**config.mk**
```make
export PLATFORM = sky130hd
export DESIGN_NAME = sprite_draw_sequencer
export DESIGN_NICKNAME = d
export VERILOG_FILES = /design/src/rtl/sprite_draw_sequencer_pkg.sv /design/src/rtl/sprite_draw_sequencer_screen_clear_raster.sv /design/src/rtl/sprite_draw_sequencer.sv
export SDC_FILE = /design/constraint.sdc
export NUM_CORES = 1
export LEC_CHECK = 0
export ABC_AREA = 1
export CAP_MARGIN = 0
export CORE_MARGIN = 4
export CORE_UTILIZATION = 51
export CTS_BUF_LIST = sky130_fd_sc_hd__clkbuf_4 sky130_fd_sc_hd__clkbuf_8
export CTS_CLUSTER_SIZE = 10
export DETAILED_ROUTE_END_ITERATION = 10
export PLACE_DENSITY_LB_ADDON = 0.3
export SLEW_MARGIN = 25
export SYNTH_ARGS = -nofsm -noshare
export SYNTH_HDL_FRONTEND = slang
export SYNTH_SLANG_ARGS = --single-unit
```
**constraint.sdc**
```tcl
create_clock -name clk -period 4.3 [get_ports clk]
set_input_delay 0.86 -clock clk [delete_from_list [all_inputs] [get_ports clk]]
set_output_delay 0.86 -clock clk [all_outputs]
set_load 0.005 [all_outputs]
```
**src/rtl/sprite_draw_sequencer_pkg.sv**
```systemverilog
// Shared screen geometry, colour constants and sequencer state encoding
// for the sprite drawing pipeline of the 160x120 VGA shooter.
package sprite_draw_sequencer_pkg;

  localparam int SCREEN_W = 160;
  localparam int SCREEN_H = 120;
  localparam int X_W      = 8;
  localparam int Y_W      = 7;
  localparam int COLOR_W  = 3;

  localparam logic [X_W-1:0] X_LAST = X_W'(SCREEN_W - 1);
  localparam logic [Y_W-1:0] Y_LAST = Y_W'(SCREEN_H - 1);

  localparam logic [COLOR_W-1:0] BG_BLACK = 3'b000;
  localparam logic [COLOR_W-1:0] BG_BLUE  = 3'b001;
  localparam logic [COLOR_W-1:0] BG_WHITE = 3'b111;

  typedef enum logic [2:0] {
    ST_IDLE,
    ST_CLEAR,
    ST_START,
    ST_WAIT,
    ST_RELEASE,
    ST_NEXT
  } seq_state_t;

endpackage

```
**src/rtl/sprite_draw_sequencer_screen_clear_raster.sv**
```systemverilog
// Full-screen raster walker: x runs fastest, wraps back to (0,0) after the
// last pixel so the next fill starts clean without an explicit restart.
module screen_clear_raster
  import sprite_draw_sequencer_pkg::*;
(
  input  logic           clk,
  input  logic           resetn,
  input  logic           start,
  input  logic           en,
  output logic [X_W-1:0] cx,
  output logic [Y_W-1:0] cy,
  output logic           last
);

  assign last = (cx == X_LAST) && (cy == Y_LAST);

  always_ff @(posedge clk) begin
    if (!resetn || start) begin
      cx <= '0;
      cy <= '0;
    end else if (en) begin
      if (cx == X_LAST) begin
        cx <= '0;
        cy <= last ? '0 : cy + Y_W'(1);
      end else begin
        cx <= cx + X_W'(1);
      end
    end
  end

endmodule

```
**src/rtl/sprite_draw_sequencer.sv**
```systemverilog
// Per-frame draw sequencer: optional background clear, then each drawer
// client in turn over start/done, muxed onto the single VGA write port.
//
// state   | meaning
// IDLE    | waiting for frame_tick
// CLEAR   | background fill, one pixel per cycle
// START   | raise start for client idx, clear timeout counter
// WAIT    | forward client idx pixels until done or timeout
// RELEASE | start dropped, waiting for done to fall (bounded)
// NEXT    | advance to next client or finish the frame
module sprite_draw_sequencer
  import sprite_draw_sequencer_pkg::*;
#(
  parameter int                 N_CLIENTS = 4,
  parameter bit                 CLEAR_EN  = 1'b1,
  parameter logic [COLOR_W-1:0] BG_COLOR  = BG_BLACK,
  parameter int                 TIMEOUT   = 1023
) (
  input  logic                         clk,
  input  logic                         resetn,
  input  logic                         frame_tick,
  output logic [N_CLIENTS-1:0]         client_start,
  input  logic [N_CLIENTS-1:0]         client_done,
  input  logic [X_W*N_CLIENTS-1:0]     client_x,
  input  logic [Y_W*N_CLIENTS-1:0]     client_y,
  input  logic [COLOR_W*N_CLIENTS-1:0] client_color,
  input  logic [N_CLIENTS-1:0]         client_wren,
  output logic [X_W-1:0]               vga_x,
  output logic [Y_W-1:0]               vga_y,
  output logic [COLOR_W-1:0]           vga_color,
  output logic                         vga_plot,
  output logic                         busy,
  output logic                         overrun,
  output logic [N_CLIENTS-1:0]         fault
);

  localparam int IDX_W = (N_CLIENTS > 1) ? $clog2(N_CLIENTS) : 1;
  localparam int CNT_W = (TIMEOUT > 1) ? $clog2(TIMEOUT + 1) : 1;
  localparam logic [IDX_W-1:0] IDX_LAST = IDX_W'(N_CLIENTS - 1);
  localparam logic [CNT_W-1:0] CNT_TO   = CNT_W'(TIMEOUT);

  seq_state_t             state_q, state_d;
  logic [IDX_W-1:0]       idx_q, idx_d;
  logic [CNT_W-1:0]       cnt_q, cnt_d;
  logic [N_CLIENTS-1:0]   fault_d;
  logic                   overrun_d;
  logic [X_W-1:0]         vga_x_d;
  logic [Y_W-1:0]         vga_y_d;
  logic [COLOR_W-1:0]     vga_color_d;
  logic                   vga_plot_d;
  logic                   clr_start, clr_en, clr_last;
  logic [X_W-1:0]         clr_x;
  logic [Y_W-1:0]         clr_y;

  logic [X_W-1:0]     x_arr   [N_CLIENTS];
  logic [Y_W-1:0]     y_arr   [N_CLIENTS];
  logic [COLOR_W-1:0] col_arr [N_CLIENTS];

  for (genvar g = 0; g < N_CLIENTS; g++) begin : g_unpack
    assign x_arr[g]   = client_x[X_W*g +: X_W];
    assign y_arr[g]   = client_y[Y_W*g +: Y_W];
    assign col_arr[g] = client_color[COLOR_W*g +: COLOR_W];
  end

  screen_clear_raster u_clear (
    .clk    (clk),
    .resetn (resetn),
    .start  (clr_start),
    .en     (clr_en),
    .cx     (clr_x),
    .cy     (clr_y),
    .last   (clr_last)
  );

  // Start is decoded from state so a reset drops it on the same edge.
  assign client_start = ((state_q == ST_START) || (state_q == ST_WAIT)) ?
                        (N_CLIENTS'(1) << idx_q) : '0;
  assign busy = (state_q != ST_IDLE);

  always_ff @(posedge clk) begin
    if (!resetn) begin
      state_q   <= ST_IDLE;
      idx_q     <= '0;
      cnt_q     <= '0;
      fault     <= '0;
      overrun   <= 1'b0;
      vga_x     <= '0;
      vga_y     <= '0;
      vga_color <= '0;
      vga_plot  <= 1'b0;
    end else begin
      state_q   <= state_d;
      idx_q     <= idx_d;
      cnt_q     <= cnt_d;
      fault     <= fault_d;
      overrun   <= overrun_d;
      vga_x     <= vga_x_d;
      vga_y     <= vga_y_d;
      vga_color <= vga_color_d;
      vga_plot  <= vga_plot_d;
    end
  end

  always_comb begin
    state_d     = state_q;
    idx_d       = idx_q;
    cnt_d       = cnt_q;
    fault_d     = fault;
    overrun_d   = overrun || (frame_tick && (state_q != ST_IDLE));
    vga_x_d     = vga_x;
    vga_y_d     = vga_y;
    vga_color_d = vga_color;
    vga_plot_d  = 1'b0;
    clr_start   = 1'b0;
    clr_en      = 1'b0;
    unique case (state_q)
      ST_IDLE: begin
        if (frame_tick) begin
          idx_d = '0;
          cnt_d = '0;
          if (CLEAR_EN) begin
            clr_start = 1'b1;
            state_d   = ST_CLEAR;
          end else begin
            state_d = ST_START;
          end
        end
      end
      ST_CLEAR: begin
        clr_en      = 1'b1;
        vga_x_d     = clr_x;
        vga_y_d     = clr_y;
        vga_color_d = BG_COLOR;
        vga_plot_d  = 1'b1;
        if (clr_last) state_d = ST_START;
      end
      ST_START: begin
        cnt_d   = '0;
        state_d = ST_WAIT;
      end
      ST_WAIT: begin
        vga_x_d     = x_arr[idx_q];
        vga_y_d     = y_arr[idx_q];
        vga_color_d = col_arr[idx_q];
        vga_plot_d  = client_wren[idx_q];
        if (client_done[idx_q]) begin
          cnt_d   = '0;
          state_d = ST_RELEASE;
        end else if (cnt_q == CNT_TO) begin
          fault_d[idx_q] = 1'b1;
          cnt_d          = '0;
          state_d        = ST_RELEASE;
        end else begin
          cnt_d = cnt_q + CNT_W'(1);
        end
      end
      ST_RELEASE: begin
        if (!client_done[idx_q]) begin
          state_d = ST_NEXT;
        end else if (cnt_q == CNT_TO) begin
          fault_d[idx_q] = 1'b1;
          state_d        = ST_NEXT;
        end else begin
          cnt_d = cnt_q + CNT_W'(1);
        end
      end
      ST_NEXT: begin
        if (idx_q == IDX_LAST) begin
          state_d = ST_IDLE;
        end else begin
          idx_d   = idx_q + IDX_W'(1);
          state_d = ST_START;
        end
      end
      default: state_d = ST_IDLE;
    endcase
  end

endmodule

```
==> results.yml, run 1 <==
outcome:
  status: "finished clean"
die:
  rows: 28
  ioPinCount: 112
  fp.dieW_um: 88.0
  die_height_um: 88.0
  die_area_sq_mm: 0.00775
  core_area_sq_mm: 0.00606
  start_util: 0.539
detailed_routing:
  drt_wl_total_um: 10100
  vias: 3736
  wl_per_cell_um: 14.7
  drc: 0
  drt_first_iter_violations: 272
  vias_per_cell: 5.46
  ant_nets: 0
  dr.pass1.iters: 6
clock_network:
  root_buffer: "clkbuf_8"
  cts_tree: "yes"
  clk_latency_ns: 0.31
  cts_buffer_depth: 2
  cts_max_level: 2
  clkTransAtPathRegs_ns: 0.09
  hold_buffers: 0
  post_cts_resized: 0
  cts_setup_buffers: 0
  cts.sinks: 54
  cts_made_buffers: 5
layout:
  drive_above_1_share: 0.0591
  diodes: 0
  final_common_cell: "clkdlybuf4s50_1"
  area_growth_syn_to_layout_pct: 37.5
  seq_area_sq_mm: 0.00108
  final_cell_mix: "clkdlybuf4s50_1 (111), nand2_1 (106), nor2_1 (77), dfxtp_1 (54), inv_1 (47)"
  design_area_sq_mm: 0.00449
  multiInputGateArea_sq_mm: 0.00190
  utilization: 0.741
  nNetsFinal: 698
  fill_cells: 528
global_routing:
  overflow: 0
  antenna_found_initial: 0
  grt_pass1_wl_um: 16400
  grt_max_degree: 45
  grt_pass1_vias: 3499
  grt_use_total: 0.267
yosys:
  postSynthAreaPerCell_sq_um: 6.43
  synthCells: 508
  synth-edff-count: 0
  yosysSeqAreaShare: 0.331
  syn-num-nets: 598
  ys_types: 34
  ys_ff_latch: 54
  ys.flop_type: "dfxtp_1"
  syn_area_sq_mm: 0.00327
  async_reset_ff_frac: 0
  ys_warn_count: 0
worst_setup_path:
  crit_fanout: 44
  endpoint_kind: "output pin"
  startpoint: "idx_q[0]"
  rr_worst_depth: 10
  reg2reg_to: "cnt_q[2]"
  start_kind: "register"
  criticalPathCategory: "reg2out"
  reg2reg_slack_ns: 2.04
  timing.rr.start: "idx_q[0]"
  crit_arrival_ns: 2.31
  cp.required_ns: 3.44
placed_design:
  gp_congestion: 0.913
  placed_cell_area_sq_mm: 0.00440
  dpl.hpwl_um: 7830
  io_buffers: 111
power_and_ir_drop:
  vdd_drop_max_uv: 318
  comb_power_share: 0.481
  p_switching_mw: 0.692
  switching_share: 0.423
  pwr-share-clk: 0.174
  internal-power_mw: 0.945
  cellLeakagePower_nw: 1.69
  p_per_area_mw_per_mm2: 364
  seq_power_share: 0.345
run:
  drv_cap: 0
timing:
  period_minus_slack_ns: 3.17
  slew_headroom: 0.343
  fin_crit_sh: 0.736
  worst_pin_slew_ns: 0.984
  finalSetupTns_ns: 0
  slew_violations: 0
  rsz0062_at_grt: "false"
  final_hold_viol_count: 0
  clock_skew_ns: 0.00708
  clock.fmax_mhz: 316
  final-setup-viol-count: 0
hold_path:
  hold_class: "reg2reg"
  hp-start: "fault[0]"
  hold_end: "fault[0]"
  worstHoldPathCells: 2
-- area by class of cell --
class	instances	share of cell area
clock buffers	5	0.0153
clock inverters	3	0.00473
inverters	53	0.0443
multi-input cells	380	0.422
flip-flops and latches	54	0.241
well taps	75	0.0209
repair buffers	114	0.252
-- power by group through the flow --
stage	combinational (mW)	clock (mW)	sequential [mW]
2_1_floorplan	0.514	0	0.577
5_1_grt	0.876	0.314	0.568
3_3_place_gp	0.767	0	0.574
6_report	0.787	0.285	0.565
3_5_place_dp	0.777	0	0.576
4_1_cts	0.783	0.293	0.565
-- per-stage QoR --
| step | worst slack [ns] | hold WS (ns) | power (mW) | cells |
|---|---|---|---|---|
| after CTS | 1.13 | 0.456 | 1.64 | 684 |
| after global routing | 0.936 | 0.483 | 1.76 | 684 |
| after global placement | 1.52 | 0.435 | 1.34 | 676 |
| after detailed placement | 1.48 | 0.441 | 1.35 | 676 |
| after floorplan | 2.34 | 0.447 | 1.09 | 508 |
| final | 1.13 | 0.454 | 1.64 | 684 |
-- sequential cells by signal (all words and copies together), names as in the netlist, 3 cells and up --
signal	flops
fault	4
cnt_q	10
state_q	3
u_clear.cx	8
vga_color	3
vga_x	8
u_clear.cy	7
vga_y	7
-- per-layer routing --
metal,wire length [um],up-vias,GRT usage
met5,0,-,0
met4,382,0,0.107
met3,563,34,0.0386
met2,5070,143,0.465
met1,4070,1681,0.329
li1,-,1878,-
-- logic make-up after synthesis --
logic type,after synthesis,synth area share
AOI/OAI and AO/OA,127,0.219
and+or+nand+nor,241,0.321
xor gates and xnor gates,5,0.0134
DFF,54,0.331
buffers and inverters,74,0.0889
adders and majority gates,7,0.0268
-- worst max-delay path, cell delays in order, from the launching register on --
cell	delay (ns)
dfxtp_1	0.31
buf_4	0.24
inv_2	0.51
ha_1	0.28
inv_1	0.05
nor2_1	0.09
clkdlybuf4s50_1	0.50
-- synth_stat cells (all sizes together) (8+ instances only) --
| master | n | area, sq um |
|---|---|---|
| nand2 | 112 | 440 |
| nor2 | 85 | 349 |
| dfxtp | 54 | 1080 |
| inv | 53 | 199 |
| o21ai | 46 | 234 |
| a21oi | 41 | 205 |
| nand3 | 27 | 158 |
| o22ai | 18 | 113 |
| clkbuf | 13 | 48.8 |
| a22oi | 12 | 90.1 |
| nor3 | 10 | 55.1 |
| buf | 8 | 42.5 |
-- worst max-delay path by stage --
stage	to	slack, ns	depth (start not counted)
final	client_start[2]	1.13	6
after global routing	client_start[2]	0.94	6
after CTS	client_start[2]	1.13	6
after detailed placement	client_start[2]	1.48	6
after global placement	client_start[2]	1.52	6
after floorplan	client_start[0]	2.34	5
Note: power is estimated with default switching activity, not from simulation.
==> inputs of run 2 (changes only) <==
--- a/config.mk
+++ b/config.mk
@@ -8,7 +8,7 @@
 export ABC_AREA = 1
 export CAP_MARGIN = 0
 export CORE_MARGIN = 4
-export CORE_UTILIZATION = 51
+export CORE_UTILIZATION = 43
 export CTS_BUF_LIST = sky130_fd_sc_hd__clkbuf_4 sky130_fd_sc_hd__clkbuf_8
 export CTS_CLUSTER_SIZE = 10
 export DETAILED_ROUTE_END_ITERATION = 10
==> constraint.sdc (replaced) <==
create_clock -name clk -period 2.5 [get_ports clk]
set_input_delay 0.5 -clock clk [delete_from_list [all_inputs] [get_ports clk]]
set_output_delay 0.5 -clock clk [all_outputs]
set_load 0.005 [all_outputs]
==> run 2 against run 1 <==
Clock skew grew 0.0020 ns; sequential power grew 74%; total power grew 75%; combinational power grew 73%; hold slack gained 0.0023 ns; wire length shrank 0.17%; sequential share of layout area shrank 0.38 points; count of clock-buffer cells in the layout grew 1; critical endpoint unchanged; largest power group unchanged.
==> results.yml, run 2 (synthesis gave the netlist of run 1 again) <==
outcome:
  status: "finished clean"
hold_path:
  hold_class: "reg2reg"
  worstHoldPathCells: 2
layout:
  diodes: 0
  final_cell_mix: "clkdlybuf4s50_1 (111), nand2_1 (106), nor2_1 (77), dfxtp_1 (54), inv_1 (47)"
  multiInputGateArea_sq_mm: 0.00190
  drive_above_1_share: 0.0668
  regMostFlops: "cnt_q"
  seq_area_sq_mm: 0.00108
  utilization: 0.623
  top_regs: "cnt_q (10), u_clear.cx (8), vga_x (8)"
  final_common_cell: "clkdlybuf4s50_1"
  fill_cells: 666
  largest_reg_flops: 10
  nNetsFinal: 703
  area_growth_syn_to_layout_pct: 39.8
  final_cells: 713
timing:
  slew_violations: 0
  final_hold_viol_count: 0
  rsz0062_at_grt: "false"
  finalSetupTns_ns: 0
  clock.fmax_mhz: 469
  period_minus_slack_ns: 2.13
  fin_crit_sh: 0.852
  slew_headroom: 0.745
  clock_skew_ns: 0.00903
  final-setup-viol-count: 0
  worst_pin_slew_ns: 0.381
  hold_ws_ns: 0.457
detailed_routing:
  drc: 0
  drt_first_iter_violations: 161
  drt_wl_total_um: 10100
  vias: 3724
  dr.pass1.iters: 4
  ant_nets: 0
  vias_per_cell: 5.22
  wl_per_cell_um: 14.1
placed_design:
  gp_congestion: 0.904
  io_buffers: 111
  dpl.hpwl_um: 7740
  dpl.cell_count: 705
clock_network:
  root_buffer: "clkbuf_8"
  cts_setup_buffers: 0
  cts_max_level: 2
  cts_tree: "yes"
  cts_made_buffers: 5
  cts.sinks: 54
  post_cts_resized: 0
  cts_buffer_depth: 2
  hold_buffers: 0
  clk_latency_ns: 0.32
  clkTransAtPathRegs_ns: 0.10
global_routing:
  antenna_found_initial: 0
  grt_pass1_vias: 3455
  grt_max_degree: 43
  grt_pass1_wl_um: 16400
  grt_use_total: 0.227
  overflow: 0
die:
  die_area_sq_mm: 0.00906
  ioPinCount: 112
  start_util: 0.446
  core_area_sq_mm: 0.00733
  die_height_um: 95.2
  rows: 31
  fp.dieW_um: 95.2
worst_setup_path:
  cp.required_ns: 2.00
  endpoint_kind: "output pin"
  crit_fanout: 5
  max_stage_delay_ns: 0.52
  start_kind: "register"
  worst_path_max_delay_cell: "clkdlybuf4s50_1"
  cp_cell_sequence: "inv_1 -> nand2_1 -> nor2_1 -> clkdlybuf4s50_1"
  rr_worst_depth: 11
  criticalPathCategory: "reg2out"
  crit_arrival_ns: 1.63
power_and_ir_drop:
  cellLeakagePower_nw: 1.71
  report.power.total_mw: 2.86
  vdd_drop_max_uv: 324
  p_per_area_mw_per_mm2: 627
run:
  drv_cap: 0
-- run 2: metal layers --
layer,wire length [um],share of wire,global-route usage
met5,0,0,0
met4,144,0.014,0.0649
met3,756,0.075,0.0410
met2,5020,0.50,0.398
met1,4150,0.41,0.284
-- run 2: worst max-delay path: cells and delay by family, from the launching register on --
family | cells | cell delay (ns)
flops | 1 | 0.36
buf+inv | 2 | 0.67
simple gates | 2 | 0.28
-- run 2: final timing paths --
path,from,end,slack (ns)
worst max-delay path,state_q[2],client_start[2],0.37
worst min-delay path,fault[0],fault[0],0.46
worst max register to register,idx_q[0],cnt_q[5],0.61
worst min register to register,fault[0],fault[0],0.46
-- run 2: area by class of cell --
type | instances | share of cell area
flip-flops and latches | 54 | 0.237
multi-input cells | 380 | 0.415
clock inverters | 2 | 0.00274
inverters | 53 | 0.0436
repair buffers | 119 | 0.257
clock buffers | 6 | 0.0181
well taps | 99 | 0.0271
-- run 2: power breakdown --
| part | switching [mW] | internal (mW) |
|---|---|---|
| Combinational | 0.835 | 0.524 |
| Sequential | 0.0542 | 0.927 |
| Clock | 0.300 | 0.223 |
| Total | 1.19 | 1.67 |
-- run 2: through the flow --
stage                     area [sq um]  setup slack, ns
after floorplan                   3270            0.895
after global placement            4470            0.493
after detailed placement          4470            0.446
after CTS                         4570            0.378
after global routing              4570            0.273
final                             4570            0.370
==> inputs of run 3 (changes only) <==
--- a/config.mk
+++ b/config.mk
@@ -10,10 +10,10 @@
 export CORE_MARGIN = 4
 export CORE_UTILIZATION = 43
 export CTS_BUF_LIST = sky130_fd_sc_hd__clkbuf_4 sky130_fd_sc_hd__clkbuf_8
-export CTS_CLUSTER_SIZE = 10
+export CTS_CLUSTER_SIZE = 8
 export DETAILED_ROUTE_END_ITERATION = 10
 export PLACE_DENSITY_LB_ADDON = 0.3
-export SLEW_MARGIN = 25
+export SLEW_MARGIN = 20
 export SYNTH_ARGS = -nofsm -noshare
 export SYNTH_HDL_FRONTEND = slang
 export SYNTH_SLANG_ARGS = --single-unit
==> results of run 3 <==
Final layout, timing and power as in run 2 (identical DEF).
